--- src/rtl/piso_serializer.sv ---
//==============================================================================
// Module   : piso_serializer
// Brief    : Parallel-in/serial-out converter with a one-word holding buffer
//            so consecutive words stream out with no idle cycle between frames.
// Revision : 1.0 - initial release
//==============================================================================
`default_nettype none

module piso_serializer #(
    parameter int WIDTH     = 4,
    parameter bit MSB_FIRST = 1'b1
) (
    input  logic             clock,
    input  logic             reset,
    input  logic [WIDTH-1:0] parallel_in,
    input  logic             load_valid,
    output logic             load_ready,
    output logic             serial_out,
    output logic             serial_valid,
    output logic             frame_start,
    output logic             frame_end
);

    localparam int                CNT_W    = $clog2(WIDTH);
    localparam logic [CNT_W-1:0]  LAST_BIT = CNT_W'(WIDTH - 1);
    localparam logic [CNT_W-1:0]  CNT_ONE  = CNT_W'(1);

    typedef enum logic [0:0] {
        IDLE  = 1'b0,
        SHIFT = 1'b1
    } state_t;

    state_t           r_state;
    state_t           w_state_nxt;
    logic [WIDTH-1:0] r_shreg;
    logic [WIDTH-1:0] w_shreg_nxt;
    logic [WIDTH-1:0] r_hold;
    logic [WIDTH-1:0] w_hold_nxt;
    logic             r_hold_full;
    logic             w_hold_full_nxt;
    logic [CNT_W-1:0] r_cnt;
    logic [CNT_W-1:0] w_cnt_nxt;

    logic [WIDTH-1:0] w_shifted;
    logic             w_out_bit;
    logic             w_xfer;
    logic             w_last;
    logic             w_shifting;

    // Shift direction moves bits toward the output end; vacated positions fill with 0.
    generate
        if (MSB_FIRST) begin : g_msb_first
            assign w_shifted = {r_shreg[WIDTH-2:0], 1'b0};
            assign w_out_bit = r_shreg[WIDTH-1];
        end else begin : g_lsb_first
            assign w_shifted = {1'b0, r_shreg[WIDTH-1:1]};
            assign w_out_bit = r_shreg[0];
        end
    endgenerate

    // Ready depends only on registered state and reset, so a producer may
    // safely derive load_valid from it.
    assign load_ready   = !r_hold_full && !reset;
    assign w_xfer       = load_valid && load_ready;
    assign w_shifting   = (r_state == SHIFT);
    assign w_last       = (r_cnt == LAST_BIT);

    assign serial_valid = w_shifting;
    assign serial_out   = w_shifting && w_out_bit;
    assign frame_start  = w_shifting && (r_cnt == '0);
    assign frame_end    = w_shifting && w_last;

    always_ff @(posedge clock) begin
        if (reset) begin
            r_state     <= IDLE;
            r_shreg     <= '0;
            r_hold      <= '0;
            r_hold_full <= 1'b0;
            r_cnt       <= '0;
        end else begin
            r_state     <= w_state_nxt;
            r_shreg     <= w_shreg_nxt;
            r_hold      <= w_hold_nxt;
            r_hold_full <= w_hold_full_nxt;
            r_cnt       <= w_cnt_nxt;
        end
    end

    always_comb begin
        w_state_nxt     = r_state;
        w_shreg_nxt     = r_shreg;
        w_hold_nxt      = r_hold;
        w_hold_full_nxt = r_hold_full;
        w_cnt_nxt       = r_cnt;

        case (r_state)
            IDLE: begin
                if (w_xfer) begin
                    w_shreg_nxt = parallel_in;
                    w_cnt_nxt   = '0;
                    w_state_nxt = SHIFT;
                end
            end

            SHIFT: begin
                if (w_last) begin
                    w_cnt_nxt = '0;
                    if (r_hold_full) begin
                        w_shreg_nxt     = r_hold;
                        w_hold_full_nxt = 1'b0;
                    end else if (w_xfer) begin
                        // Bypass the empty hold so the next frame follows with no gap.
                        w_shreg_nxt = parallel_in;
                    end else begin
                        w_shreg_nxt = w_shifted;
                        w_state_nxt = IDLE;
                    end
                end else begin
                    w_shreg_nxt = w_shifted;
                    w_cnt_nxt   = r_cnt + CNT_ONE;
                    if (w_xfer) begin
                        w_hold_nxt      = parallel_in;
                        w_hold_full_nxt = 1'b1;
                    end
                end
            end

            default: begin
                w_state_nxt = IDLE;
                w_cnt_nxt   = '0;
            end
        endcase
    end

endmodule

`default_nettype wire

--- config.mk ---
export PLATFORM = sky130hd
export DESIGN_NAME = piso_serializer
export DESIGN_NICKNAME = d
export VERILOG_FILES = /design/src/rtl/piso_serializer.sv
export SDC_FILE = /design/constraint.sdc
export NUM_CORES = 1
export LEC_CHECK = 0
export CORE_MARGIN = 2
export CORE_UTILIZATION = 35
export DETAILED_ROUTE_END_ITERATION = 6
export HOLD_SLACK_MARGIN = 0.08
export SLEW_MARGIN = 5
export SYNTH_ARGS = -nofsm -noshare
export SYNTH_HDL_FRONTEND = slang
export SYNTH_SLANG_ARGS = --single-unit
--- constraint.sdc ---
create_clock -name clock -period 1.9 [get_ports clock]
set_clock_uncertainty 0.2 [all_clocks]
set_input_delay 0.38 -clock clock [delete_from_list [all_inputs] [get_ports clock]]
set_output_delay 0.38 -clock clock [all_outputs]
set_load 0.01 [all_outputs]
# ---- After elaboration in Yosys (flattened, before gate mapping)
# Index checks and enable logic that the tools add are counted.
# Widths: inputs -> output; s select.
dict set report op_classes {
  n_addsub 1
  n_eq_ne 2
  n_mux 14
  bitwise_logic 2
  reduce_logical 11
}
# cell count
set op_table {}
lappend op_table {{$mux 4} 4}
lappend op_table {{$pmux 4 s2} 1}
lappend op_table {{$logic_and 1x1->1} 5}
lappend op_table {{$mux 1} 5}
lappend op_table {{$mux 2} 2}
lappend op_table {{$pmux 2 s2} 1}
lappend op_table {{$reduce_and 3->1} 1}
lappend op_table {{$add 2x1->2 const B} 1}
lappend op_table {{$eq 2x2->1 const B} 1}
lappend op_table {{$logic_not 1->1} 2}
lappend op_table {{$logic_not 2->1} 1}
lappend op_table {{$ne 2x2->1 const B} 1}
lappend op_table {{$not 1->1} 2}
lappend op_table {{$pmux 1 s2} 1}
lappend op_table {{$reduce_and 2->1} 1}
lappend op_table {{$reduce_bool 2->1} 1}
dict set report totals {
  ff_bits 12
  inputBits 7
  out_inout_bits 5
  word_cells 35
}

# ---- Longest topological paths before layout
# Gate-level depths: netlist of the first run.
dict set report depth {
  depth_word 7
  mapped_depth 5
}

# ---- Worst setup path before layout of the first run
# No wires, ideal clock.
dict set report synth_timing {
  path_kind {input to output}
  start {input port reset}
  end {output port load_ready}
  arrival_ns 1.042
  t_required_ns 1.320
  slack_ns 0.278
  cell_stages 3
  n_path_buf 2
  cell_sequence {clkbuf_1 -> clkbuf_1 -> nor2_1}
}
dict set report synth_via {
  elab_chain_cells 2
}
# item line_no
set synth_rtl {}
lappend synth_rtl {{start: declaration} 14} ;# input logic reset,
lappend synth_rtl {{$logic_not 1->1} 63} ;# assign load_ready = !r_hold_full && !reset;
lappend synth_rtl {{$logic_and 1x1->1} 63}
lappend synth_rtl {{end: declaration} 17} ;# output logic load_ready,
# No other way between the ends.

# ---- Worst setup path in the final report of the first run
dict set report layout_timing {
  start {register r_cnt[0]}
  end {output port frame_start}
}
dict set report layout_via {
  elab_chain_cells 2
}
# item line_no
set layout_rtl {}
lappend layout_rtl {{start: declaration} 41} ;# logic [CNT_W-1:0] r_cnt;
lappend layout_rtl {{start signal: assignment} 85} ;# r_cnt <= w_cnt_nxt;
lappend layout_rtl {{$logic_not 2->1} 70} ;# assign frame_start = w_shifting && (r_cnt == '0);
lappend layout_rtl {{$logic_and 1x1->1} 70}
lappend layout_rtl {{end: declaration} 20} ;# output logic frame_start,
# No other way between the ends.

==> reports/results.tsv, run 1 <==
stage	metric	value	unit
run_status	status	completed	
timing	final_hold_viol_count	0	
place	hpwl	1.062	mm
pwr	pwr-share-clk	34.9	%
worst_setup_path	crit_path_end_kind	output port	
timing	hold_slack	0.2907	ns
worst_setup_path	crit_arrival	1.21	ns
worst_setup_path	crit_path_start_kind	flip-flop	
synthesis	synth.cell_area	646.9	sq um
worst_setup_path	path_class	flip-flop to output port	
timing	worst_pin_slew	0.2259	ns
pwr	p_comb_share	19.5	%
worst_setup_path	crit_chain	inv_1 > ha_1 > and2_1 > clkdlybuf4s15_1	
route	wl_per_cell	10.95	um
clock_network	ctsHtreeMaxLevel	1	
worst_setup_path	path_buf_inv	2	
worst_setup_path	cp.depth	4	
place	dpl_cell_area	875.8	sq um
pwr	switching_power	0.1617	mW
synthesis	yosysWarnings	0	
clock_network	cts_tree	done	
clock_network	cts-root-buf	clkbuf_4	
synthesis	synth_nets	89	
finish	design_area	914.6	sq um
finish	diodes	0	
route	dr.pass1.iters	4	
finish	layout-drive-gt1-share	19.42	%
pwr	ir_drop	0.5366	mV
grt	track_usage	15.32	%
worst_setup_path	rr_worst_depth	6	
timing	setup_viol	0	
synthesis	ys_types	23	
finish	final_cell_count_no_fill	128	
synthesis	ys_seq_area_share	37.14	%
clock_network	cts_setup_buffers	0	
finish	num-nets-final	113	
grt	grt_max_degree	15	
timing	rsz0062_at_grt	false	
route	vias	604	
pwr	p_per_area	670.4	mW/mm^2
floorplan	ioPinCount	12	
timing	period_share	94.46	%
grt	grt_pass1_vias	524	
floorplan	die_w	46.99	um
timing	relSlewSlack	84.74	%
route	postRouteAntennaNets	0	
timing	timing.final.crit_period	1.795	ns
floorplan	rows	15	
synthesis	yosys.area_share.simple	31.91	%
synthesis	synth_fa_ha_area_share	3.868	%
floorplan	die_h	46.99	um
clock_network	path_clk_slew	0.08	ns
worst_setup_path	max_stage_delay	0.33	ns
hold_path	holdPathStages	2	
pwr	p_int	0.4514	mW
finish	syn_to_final_growth	41.39	%
grt	grt_pass1_wl	2.283	mm
route	finalWirelength	1.402	mm
synthesis	avgSynthCellArea	8.086	sq um
timing	fmax	557.2	MHz
floorplan	start_util	37.46	%
synthesis	synth_top_area_share	37.14	%
synthesis	synth_compound_area_share	14.70	%
worst_setup_path	crit_fanout	3	
floorplan	die_area	0.002208	sq mm
route	drt-initial-drc-count	6	
place	place_inst	124	
pwr	switching_share	26.38	%
clock_network	insertion_delay	0.28	ns
timing	drv_slew	0	
synthesis	synth_top_family_by_area	simple AND/OR/NAND/NOR gates	
route	drc	0	
clock_network	clock-sinks	12	
synthesis	synth-seq-cells	12	
pwr	p_leak	0.3590	nW
synthesis	synth_mux_area_share	7.737	%
place	place_congestion	0.7197	
grt	grt-ovfl-total	0	
grt	grt_antenna_before_repair	0	
synthesis	synth_area_leader_cell	dfxtp_1	
worst_setup_path	crit_family	flip-flops	
clock_network	cts_buffer_depth	2	
synthesis	post_synth_xor_area_fraction	0	%
route	avgViaCountPerCell	4.719	
worst_setup_path	worstPathRequired	1.32	ns
pwr	seqPwrFrac	45.7	%
synthesis	synth.area.top_cells	dfxtp_1 (37%), mux2i_1 (7.7%), nand2_1 (6.4%), o21ai_0 (6.2%), nor2_1 (4.1%)	
synthesis	netlist_instances	80	
floorplan	core_area	0.001727	sq mm
flow_run	max_cap_viol_count	0	
clock_network	cts_made_buffers	3	
hold_path	hp-class	flip-flop to flip-flop	
worst_setup_path	critPathSlowestCell	dfxtp_2	
pwr	power	0.6132	mW
place	port-buffer-count	11	
-- worst register-to-register path, cell delays in order (launching register included) --
cell     delay (ns)
dfxtp_2        0.33
ha_1           0.20
buf_4          0.15
nor4b_4        0.24
buf_4          0.18
mux2i_1        0.19
nor2_1         0.05
-- sequential cells by signal, indices dropped and copies added (netlist names) --
register      flops
serial_valid      1
r_hold            4
r_cnt             2
r_hold_full       1
r_shreg           4
-- placed cells by master (no fill, tap or decap), types with 2 or more instances in the layout --
cell	synthesis	layout
clkdlybuf4s15_1	0	2
mux2i_1	5	5
o211ai_1	3	3
nand2_1	11	11
clkdlybuf4s50_1	0	7
nor3_1	5	5
and2_1	2	2
a21oi_1	4	4
dlygate4sd2_1	0	2
clkbuf_4	0	3
o21ai_0	8	8
dfxtp_1	12	10
ha_1	2	2
nor2_1	7	7
nand3b_1	3	3
inv_1	4	4
buf_4	0	11
-- synthesized netlist by cell type --
master	number
dfxtp_1	12
nand2_1	11
o21ai_0	8
nor2_1	7
mux2i_1	5
nor3_1	5
a21oi_1	4
clkbuf_1	4
inv_1	4
nand3b_1	3
o211ai_1	3
and2_1	2
ha_1	2
a31oi_1	1
and2b_1	1
and3b_1	1
nand2b_2	1
nor2b_1	1
nor3b_1	1
nor4b_4	1
nor4bb_1	1
o22ai_1	1
or3_1	1
-- kinds of logic after synthesis --
kind of cell	count (synthesis)
buf+inv	8
mux	5
simple gates	36
compound gates	17
flops	12
fa+ha+maj	2
-- final timing paths --
kind	end	slack, ns	start
worst min-delay path	r_shreg[2]	0.29	r_shreg[1]
worst max-delay path	frame_start	0.11	r_cnt[0]
worst min register to register	r_shreg[2]	0.29	r_shreg[1]
worst max register to register	r_hold[2]	0.27	r_cnt[0]
-- power groups by stage --
stage | Sequential, mW | Clock [mW] | Combinational, mW
3_3_place_gp | 0.285 | 0 | 0.122
3_5_place_dp | 0.286 | 0 | 0.123
4_1_cts | 0.280 | 0.225 | 0.120
2_1_floorplan | 0.283 | 0 | 0.0630
6_report | 0.280 | 0.214 | 0.120
5_1_grt | 0.282 | 0.235 | 0.130
-- metal layers --
layer  share of wire (%)  vias up  global-route usage [%]
met5                   0        -                       0
met4                 1.0        0                   10.00
met3                 2.6        2                   4.615
met2                  49        9                   25.21
met1                  47      266                   17.06
li1                    -      327                       -
-- metrics by stage --
stage	util [%]	setup TNS [ns]	worst slack, ns
floorplan	-	0	0.2777
global placement	50.72	-0.3242	-0.1089
detailed placement	50.72	-0.3330	-0.09747
CTS	52.75	0	0.01779
global route	52.97	0	0.005848
finish	52.97	0	0.1053
-- what timing repair did --
| action | in CTS | in global routing |
|---|---|---|
| endpoints found under the setup margin | 5 | 2 |
| resized for setup | 6 | 3 |
| hold buffers | 0 | 0 |
| endpoints found under the hold margin | 0 | 0 |
-- final cells by class --
class	instances	area [sq um]
clock buffers	4	36.28
fillers	158	812.0
well taps	25	31.28
multi-input cells	60	376.6
inverters	4	15.01
flip-flops and latches	12	245.2
repair buffers	23	210.2
No activity file was read; power rests on OpenSTA's default activity.
==> run 2, diff against run 1 <==
--- a/config.mk
+++ b/config.mk
@@ -6,9 +6,10 @@
 export NUM_CORES = 1
 export LEC_CHECK = 0
 export CORE_MARGIN = 2
-export CORE_UTILIZATION = 35
+export CORE_UTILIZATION = 49
 export DETAILED_ROUTE_END_ITERATION = 6
 export HOLD_SLACK_MARGIN = 0.08
+export PLACE_DENSITY = 0.76
 export SLEW_MARGIN = 5
 export SYNTH_ARGS = -nofsm -noshare
 export SYNTH_HDL_FRONTEND = slang
==> reports/results.tsv, run 2 (synthesis gave the netlist of run 1 again) <==
stage	metric	value	unit
floorplan	die_area	0.001627	sq mm
flow_run	max_cap_viol_count	0	
finish	final_cell_mix	buf_4 (13), nand2_1 (11), dfxtp_1 (10)	
worst_setup_path	crit_path_end_kind	output port	
timing	fin_setup_tns	0	ns
hold_path	min_from	r_shreg[2]	
floorplan	die_w	40.34	um
place	place_inst	115	
worst_setup_path	path_buf_inv	2	
timing	drv_slew	0	
hold_path	holdPathStages	2	
grt	grt_max_degree	10	
timing	relSlewSlack	81.19	%
clock_network	clock-sinks	12	
timing	final_hold_viol_count	0	
clock_network	insertion_delay	0.28	ns
place	dpl_worst_slack	-0.1384	ns
worst_setup_path	path_class	flip-flop to output port	
hold_path	hp-class	flip-flop to flip-flop	
route	wl_per_cell	13.00	um
timing	rsz0062_at_grt	false	
floorplan	die_h	40.34	um
hold_path	whs_endpoint	r_shreg[3]	
worst_setup_path	crit_path_start_kind	flip-flop	
route	dr.pass1.iters	4	
timing	setup_slack	0.08340	ns
clock_network	cts_buffer_depth	2	
floorplan	start_util	50.99	%
grt	grt_pass1_wl	2.421	mm
worst_setup_path	crit_fanout	2	
grt	grt_pass1_vias	602	
clock_network	cts_tree	done	
timing	fmax	550.5	MHz
finish	design_area	895.9	sq um
worst_setup_path	r2r-start	r_cnt[0]	
grt	grt_antenna_before_repair	0	
worst_setup_path	cp-startpoint	r_cnt[0]	
pwr	p_per_area	688.5	mW/mm^2
floorplan	core_area	0.001269	sq mm
worst_setup_path	critPathSlowestCell	dfxtp_2	
timing	worst_pin_slew	0.2818	ns
finish	top_regs	r_hold: 4 flops, r_shreg: 4 flops, r_cnt: 2 flops	
clock_network	path_clk_slew	0.09	ns
worst_setup_path	rr_worst_depth	6	
clock_network	cts-root-buf	clkbuf_4	
route	drc	0	
clock_network	cts_setup_buffers	0	
worst_setup_path	r2r_setup_slack	0.22	ns
finish	num-nets-final	114	
clock_network	ctsHtreeMaxLevel	1	
floorplan	ioPinCount	12	
worst_setup_path	r2r-end	r_hold[3]	
worst_setup_path	crit_family	buffers and inverters	
pwr	ir_drop	0.3873	mV
route	finalWirelength	1.547	mm
timing	setup_viol	0	
floorplan	rows	13	
worst_setup_path	crit_arrival	1.24	ns
route	avgViaCountPerCell	5.412	
place	place_congestion	0.7699	
finish	layout_commonest_cell	buf_4	
finish	layout-drive-gt1-share	20.19	%
route	vias	644	
finish	syn_to_final_growth	38.49	%
grt	track_usage	23.09	%
finish	finish.utilization	70.61	%
route	drt-initial-drc-count	10	
worst_setup_path	crit_chain	ha_1 > nand2_1 > inv_1 > dlygate4sd2_1	
worst_setup_path	max_stage_delay	0.33	ns
worst_setup_path	worstPathRequired	1.32	ns
finish	diodes	0	
place	hpwl	1.147	mm
timing	timing.final.crit_period	1.817	ns
finish	fill_cells	106	
run_status	status	completed	
finish	final_cell_count_no_fill	119	
timing	period_share	95.61	%
route	postRouteAntennaNets	0	
place	port-buffer-count	11	
clock_network	cts_made_buffers	3	
pwr	p_leak	0.3631	nW
grt	grt-ovfl-total	0	
place	dpl_cell_area	858.3	sq um
## run 2: cell types whose count changed in the layout (fill, tap and decap cells not counted)
| cell | before | now |
|---|---|---|
| buf_12 | 1 | 0 |
| dlygate4sd2_1 | 2 | 3 |
| clkdlybuf4s15_1 | 2 | 1 |
| buf_4 | 11 | 13 |
## run 2: cell type report
type / instances / area, sq um / area share [%]
timing repair buffer: 24 / 203.9 / 22.77
tap: 15 / 18.77 / 2.095
multi-input combinational: 60 / 376.6 / 42.04
sequential: 12 / 245.2 / 27.37
clock buffer: 4 / 36.28 / 4.050
inverter: 4 / 15.01 / 1.676
## run 2: timing repair
item / CTS / global route
hold buffers: 0 / 0
resized for setup: 6 / 2
endpoints found under the hold margin: 0 / 0
setup endpoints to repair: 5 / 2
## run 2: layer usage
metal	GRT usage, %	wire, um	vias up
met2	38.10	781	17
met3	5.556	65	2
met4	15.00	12	0
met5	0	0	-
li1	-	-	326
met1	26.09	687	299
## run 2: worst max-delay path by stage
stage / slack, ns / end / cells after the start
finish: 0.08 / frame_end / 4
global placement: -0.10 / load_ready / 3
detailed placement: -0.14 / load_ready / 3
global route: 0.001 / frame_end / 4
floorplan: 0.28 / load_ready / 3
CTS: 0.006 / frame_start / 4
## run 2: stage by stage
stage / hold WS, ns / power [mW]
floorplan: 0.2522 / 0.3456
global placement: 0.2664 / 0.4049
detailed placement: 0.2825 / 0.4091
CTS: 0.2966 / 0.6149
global route: 0.3256 / 0.6482
finish: 0.2953 / 0.6168
## run 2: power by group
part	internal (mW)	switching, mW
clock	0.116	0.0983
combinational	0.0664	0.0545
sequential	0.268	0.0134
## run 2: worst min-delay path: stages, from the launching register on
cell	delay [ns]
dfxtp_1	0.32
nand2_1	0.05
o211ai_1	0.08
